===== config.mk =====
export PLATFORM = sky130hd
export DESIGN_NAME = conv2d_layer_sequencer
export DESIGN_NICKNAME = d
export VERILOG_FILES = /design/src/rtl/conv_seq_pkg.sv /design/src/rtl/seq_wrap_counter.sv /design/src/rtl/conv2d_layer_sequencer.sv
export SDC_FILE = /design/constraint.sdc
export NUM_CORES = 1
export LEC_CHECK = 0
export ABC_AREA = 1
export BUFFER_PORTS_ARGS = -buffer_cell sky130_fd_sc_hd__buf_2
export CAP_MARGIN = 20
export CORE_MARGIN = 3
export CORE_UTILIZATION = 49
export DETAILED_ROUTE_END_ITERATION = 6
export PLACE_DENSITY = 0.84
export REMOVE_ABC_BUFFERS = 1
export SLEW_MARGIN = 20
export SYNTH_ARGS = -nofsm -noshare
export SYNTH_HDL_FRONTEND = slang
export SYNTH_SLANG_ARGS = --single-unit

===== constraint.sdc =====
create_clock -name clk -period 1.5 [get_ports clk]
set_clock_uncertainty 0.05 [all_clocks]
set_input_delay 0.15 -clock clk [delete_from_list [all_inputs] [get_ports clk]]
set_output_delay 0.15 -clock clk [all_outputs]
set_load 0.05 [all_outputs]

===== src/rtl/conv_seq_pkg.sv =====
// Shared types and default layer dimensions for the conv2d layer sequencer.
package conv_seq_pkg;

  typedef enum logic [2:0] {
    ST_IDLE   = 3'd0,
    ST_LOAD_W = 3'd1,
    ST_WAIT_W = 3'd2,
    ST_STREAM = 3'd3,
    ST_DRAIN  = 3'd4,
    ST_DONE   = 3'd5
  } seq_state_t;

  localparam int unsigned DEF_IMG_W    = 224;
  localparam int unsigned DEF_IMG_H    = 224;
  localparam int unsigned DEF_CH_IN    = 64;
  localparam int unsigned DEF_CH_OUT   = 64;
  localparam int unsigned DEF_PIPE_LAT = 5;
  localparam int unsigned DEF_DIM_W    = 8;
  localparam int unsigned DEF_CH_W     = 10;

  // Drain counter must hold values 0..lat
  function automatic int unsigned drain_cnt_w(input int unsigned lat);
    return $clog2(lat + 1);
  endfunction

endpackage


===== src/rtl/seq_wrap_counter.sv =====
// Index counter that wraps from MAX to 0; last_c flags the wrap point for carry chaining.
module seq_wrap_counter #(
  parameter int unsigned W   = 8,
  parameter int unsigned MAX = 1
) (
  input  logic         clk,
  input  logic         rst,
  input  logic         clear,
  input  logic         en,
  output logic [W-1:0] count,
  output logic         last_c
);

  assign last_c = (count == W'(MAX));

  always_ff @(posedge clk or posedge rst) begin
    if (rst) begin
      count <= '0;
    end else if (clear) begin
      count <= '0;
    end else if (en) begin
      count <= last_c ? '0 : count + W'(1);
    end
  end

endmodule


===== src/rtl/conv2d_layer_sequencer.sv =====
// Walks cout/cin/row/col loops of one conv layer, issuing weight loads, pixel windows and pipeline drains.
// Optional stall-cycle performance counter enabled by defining SEQ_PERF_CNT_EN.
module conv2d_layer_sequencer
  import conv_seq_pkg::*;
#(
  parameter int unsigned IMG_W    = DEF_IMG_W,
  parameter int unsigned IMG_H    = DEF_IMG_H,
  parameter int unsigned CH_IN    = DEF_CH_IN,
  parameter int unsigned CH_OUT   = DEF_CH_OUT,
  parameter int unsigned PIPE_LAT = DEF_PIPE_LAT,
  parameter int unsigned DIM_W    = DEF_DIM_W,
  parameter int unsigned CH_W     = DEF_CH_W
) (
  input  logic             clk,
  input  logic             rst,
  input  logic             start,
  input  logic             weights_ready,
  input  logic             stall,
  output logic             busy,
  output logic             done,
  output logic             load_weights,
  output logic             pix_valid,
  output logic [DIM_W-1:0] win_row,
  output logic [DIM_W-1:0] win_col,
  output logic [CH_W-1:0]  ch_in_idx,
  output logic [CH_W-1:0]  ch_out_idx,
  output logic             first_cin,
  output logic             last_cin,
  output logic [31:0]      stall_cycles
);

  localparam int unsigned DRAIN_W = drain_cnt_w(PIPE_LAT);

  seq_state_t         state_q, state_d;
  logic [DRAIN_W-1:0] drain_q, drain_d;

  logic pix_valid_d, load_weights_d, done_d, busy_d, first_cin_d, last_cin_d;
  logic clear_idx, col_en, row_en, cin_en, cout_en;
  logic col_last, row_last, cin_last, cout_last;

  // Index counters always point at the window shown on the outputs
  seq_wrap_counter #(.W(DIM_W), .MAX(IMG_W - 1)) u_col (
    .clk(clk), .rst(rst), .clear(clear_idx), .en(col_en), .count(win_col), .last_c(col_last)
  );
  seq_wrap_counter #(.W(DIM_W), .MAX(IMG_H - 1)) u_row (
    .clk(clk), .rst(rst), .clear(clear_idx), .en(row_en), .count(win_row), .last_c(row_last)
  );
  seq_wrap_counter #(.W(CH_W), .MAX(CH_IN - 1)) u_cin (
    .clk(clk), .rst(rst), .clear(clear_idx), .en(cin_en), .count(ch_in_idx), .last_c(cin_last)
  );
  seq_wrap_counter #(.W(CH_W), .MAX(CH_OUT - 1)) u_cout (
    .clk(clk), .rst(rst), .clear(clear_idx), .en(cout_en), .count(ch_out_idx), .last_c(cout_last)
  );

  assign row_en  = col_en && col_last;
  assign cout_en = cin_en && cin_last;

  // Next state plus the values every registered output takes in the next cycle
  always_comb begin
    state_d        = state_q;
    drain_d        = drain_q;
    pix_valid_d    = 1'b0;
    load_weights_d = 1'b0;
    done_d         = 1'b0;
    clear_idx      = 1'b0;
    col_en         = 1'b0;
    cin_en         = 1'b0;

    case (state_q)
      ST_IDLE: begin
        if (start) begin
          state_d        = ST_LOAD_W;
          load_weights_d = 1'b1;
          clear_idx      = 1'b1;
        end
      end
      ST_LOAD_W: begin
        state_d = ST_WAIT_W;
      end
      ST_WAIT_W: begin
        if (weights_ready) begin
          state_d     = ST_STREAM;
          pix_valid_d = !stall;
        end
      end
      ST_STREAM: begin
        // A window shown with pix_valid is consumed at this edge
        col_en = pix_valid;
        if (pix_valid && col_last && row_last) begin
          state_d = ST_DRAIN;
          drain_d = DRAIN_W'(PIPE_LAT);
        end else begin
          pix_valid_d = !stall;
        end
      end
      ST_DRAIN: begin
        if (!stall) begin
          if (drain_q == DRAIN_W'(1)) begin
            cin_en = 1'b1;
            if (cin_last && cout_last) begin
              state_d = ST_DONE;
              done_d  = 1'b1;
            end else begin
              state_d        = ST_LOAD_W;
              load_weights_d = 1'b1;
            end
          end else begin
            drain_d = drain_q - DRAIN_W'(1);
          end
        end
      end
      ST_DONE: begin
        state_d   = ST_IDLE;
        clear_idx = 1'b1;
      end
      default: begin
        state_d = ST_IDLE;
      end
    endcase

    busy_d      = (state_d != ST_IDLE);
    first_cin_d = pix_valid_d && (ch_in_idx == '0);
    last_cin_d  = pix_valid_d && (ch_in_idx == CH_W'(CH_IN - 1));
  end

  always_ff @(posedge clk or posedge rst) begin
    if (rst) begin
      state_q      <= ST_IDLE;
      drain_q      <= '0;
      busy         <= 1'b0;
      done         <= 1'b0;
      load_weights <= 1'b0;
      pix_valid    <= 1'b0;
      first_cin    <= 1'b0;
      last_cin     <= 1'b0;
    end else begin
      state_q      <= state_d;
      drain_q      <= drain_d;
      busy         <= busy_d;
      done         <= done_d;
      load_weights <= load_weights_d;
      pix_valid    <= pix_valid_d;
      first_cin    <= first_cin_d;
      last_cin     <= last_cin_d;
    end
  end

`ifdef SEQ_PERF_CNT_EN
  // Saturating count of backpressured busy cycles, restarted per layer
  always_ff @(posedge clk or posedge rst) begin
    if (rst) begin
      stall_cycles <= '0;
    end else if (state_q == ST_IDLE && start) begin
      stall_cycles <= '0;
    end else if (busy && stall && stall_cycles != '1) begin
      stall_cycles <= stall_cycles + 32'd1;
    end
  end
`else
  assign stall_cycles = '0;
`endif

endmodule

==> metrics <==
outcome=finished, violations left; violated checks=setup timing; Post-Synthesis Cells=410; Cell Chain, Critical Path=inv_2 > ha_4 > nand2_4 > nor2_4 > buf_4 > buf_4 > buf_4 > nand2_2 > a21oi_2 > nand2_1; Worst Hold Class=in2reg; crit share post-route=108%; routability congestion estimate=0.898; nets@finish=560; Syn-to-layout area delta=42.6%; die area=7420 um^2; TritonCTS clock tree=yes; XOR/XNOR share of the synthesized area=1.39%; Core Util, Final=74.1%; Hold WS=59.8 ps; layout cell share with drive strength beyond 1=44.3%; final worst setup slack=-120 ps; Adder-Cell Fraction of Synth Area=2.78%; setup TNS=-2080 ps; CP delay by family, top=buffers and inverters; Worst Setup Start Kind=flip-flop; Vias=3356; top_reg_cell synth=dfrtp_1; worst skew pair latency=310 ps; Seq/Total Area, Yosys=38.2%; Distinct cells, synth=35; WP data required=1660 ps; number of cell rows=28; cell taking the most area after synthesis=dfrtp_1; post-synth top area share=38.2%; CP Max Fanout=2; DP Wirelength=5850 um; wire per inst=15.6 um; total CTS buffers=5; Max VDD drop=1.07 mV; Hold Vio Cnt, Final=0; setup violators final=32; largest net degree at the start of global routing=29; All-Layer GR Usage=24.1%; Fmax achieved=0.617 GHz; post-synthesis simple-gate area fraction=32.2%; root buf cell=clkbuf_8; Worst path max stage delay=400 ps; crit path max-delay cell type=dfrtp_1; grt total ovfl=0; io pins=79; 1st-pass router iterations=6; post-synthesis mux area share=0%; Cell Area, Synth=3150 um^2; Core Box Area=6060 um^2; max-slew violations=0; Total Wirelength=9700 um; Yosys reg bits=48; Initial Utilization=51.9%; CP bufs+invs=4; Compound-Gate Fraction of Synth Area=8.86%; most frequent cell after synthesis=nand2_1; P_leak=0.00244 uW; RSZ-0062 raised after global routing=true; vias per cell=5.38; min Tclk post-route=1620 ps; Synth Warn #=0; port bufs=46; number of routed nets with antenna violations=0; Max clock buf depth=2; max_cap viols=0; H-tree depth=2; Synth area leaders=dfrtp_1 (38%), nand2_1 (11%), buf_4 (7.6%); Place WS=-172 ps; FFs w/ async S/R, synth=100%; Reg2Reg Setup Slack=-120 ps; n_diodes=0; crit path kind=reg2reg; kind of end point of the critical path=flip-flop; mean post-synth cell area=7.68 um^2; DIE HEIGHT=86.2 um; Die Span X=86.2 um; Starting DRT DRC Count=157; DRC=0; initial antenna violation count=0; synth cell count leaders=nand2_1 (91), inv_1 (51), dfrtp_1 (48); CP most frequent cell=buf_4; WP data arrival=1780 ps; PD cells=1400 nW/um^2; TritonCTS Sinks=48; via count of the first global-routing pass=3289; first-pass GRT wire length=14400 um; largest family of logic cells by synthesized area=simple AND/OR/NAND/NOR gates; number of synthesized flops with an enable pin=0; clock-pin slew on the worst setup and hold paths=90 ps
## report_power, final
part,leakage [uW],internal [uW],total [uW],switching [uW]
combinational,0.00176,1230,3640,2410
sequential,0.000638,1560,1820,256
clock,0.0000445,376,850,474
## layout make-up
class,instances,area [um^2]
Inverter,57,224
Clock buffer,7,86.3
Multi-Input combinational cell,300,1890
Tap cell,75,93.8
Fill cell,416,1570
Sequential cell,48,1200
Timing Repair Buffer,136,980
Clock inverter,1,7.51
## path summary, 6_finish.rpt
| path | from | cells after the start | to |
|---|---|---|---|
| setup / recovery | drain_q[1]$_DFFE_PP0P_ | 10 | busy$_DFF_PP0_ |
| min in group asynchronous | rst | 3 | u_cout.count[4]$_DFFE_PP0P_ |
| max in group asynchronous | rst | 4 | state_q[0]$_DFF_PP0_ |
| hold reg to reg | u_row.count[3]$_DFFE_PP0P_ | 2 | u_row.count[3]$_DFFE_PP0P_ |
| hold / removal | weights_ready | 3 | state_q[0]$_DFF_PP0_ |
| setup reg to reg | drain_q[1]$_DFFE_PP0P_ | 10 | busy$_DFF_PP0_ |
## cells by family (layout without fill, tap and decap cells)
family,after synthesis,in the layout
adder cells (fa/ha/maj),7,7
other,1,32
flip-flops,48,48
AO/OA/AOI/OAI,46,46
AND/OR/NAND/NOR,209,210
buffers and inverters,94,201
XOR/XNOR,5,5
## worst register-to-register path: stages (launching register included)
cell and delay [ps]:
dfrtp_1 400, inv_2 110, ha_4 170, nand2_4 60, nor2_4 120, buf_4 130, buf_4 90, buf_4 90
nand2_2 70, a21oi_2 170, nand2_1 70
## what timing repair did
action | in CTS | in global routing
gates cloned | 0 | 1
hold buffers | 1 | 0
gates resized for setup | 53 | 66
hold endpoints to repair | 20 | 0
pin swaps | 24 | 23
setup buffers | 20 | 14
endpoints found under the setup margin | 40 | 45
## metal layers
metal  GRT usage (%)  part of all wire [%]  wire, um
met5               0                     0         0
met4            10.6                   3.9       383
met3            4.23                   6.7       654
met2            45.0                    54      5220
met1            26.2                    35      3440
## placed cells by master, fill, tap and decap left out, types with 3 or more instances in the layout
| cell type | Yosys | routed |
|---|---|---|
| a21oi_1 | 11 | 9 |
| conb_1 | 1 | 32 |
| ha_2 | 0 | 3 |
| inv_2 | 6 | 12 |
| nor2_2 | 5 | 7 |
| nor3_1 | 7 | 7 |
| buf_4 | 32 | 78 |
| o21ai_0 | 15 | 3 |
| buf_6 | 3 | 7 |
| nor2_4 | 3 | 10 |
| nand2_1 | 91 | 73 |
| buf_12 | 0 | 3 |
| inv_1 | 51 | 43 |
| nand2_4 | 3 | 13 |
| nand4_1 | 19 | 19 |
| buf_2 | 0 | 46 |
| a21oi_2 | 2 | 4 |
| dfrtp_1 | 48 | 46 |
| o21ai_1 | 7 | 12 |
| clkbuf_8 | 0 | 6 |
| o21ai_2 | 2 | 9 |
| nor2_1 | 36 | 27 |
| xor2_1 | 5 | 5 |
| nand3_1 | 28 | 21 |
| nand3_2 | 2 | 9 |
| nand2_8 | 0 | 4 |
| nand2_2 | 10 | 15 |
## registers in the layout, summed over array words and instances, names as in the netlist, 3 cells and up
register      count
u_cin.count      10
u_cout.count     10
drain_q           3
u_row.count       8
state_q           3
u_col.count       8
## stage by stage
stage                     cell area [um^2]  instances  power [uW]
after detailed placement              3720        581        4530
final                                 4490        624        6310
after CTS                             4140        610        5720
after global routing                  4490        624        6620
after floorplan                       2960        404        3700
after global placement                3720        581        4450
No activity file was read; power rests on OpenSTA's default activity.
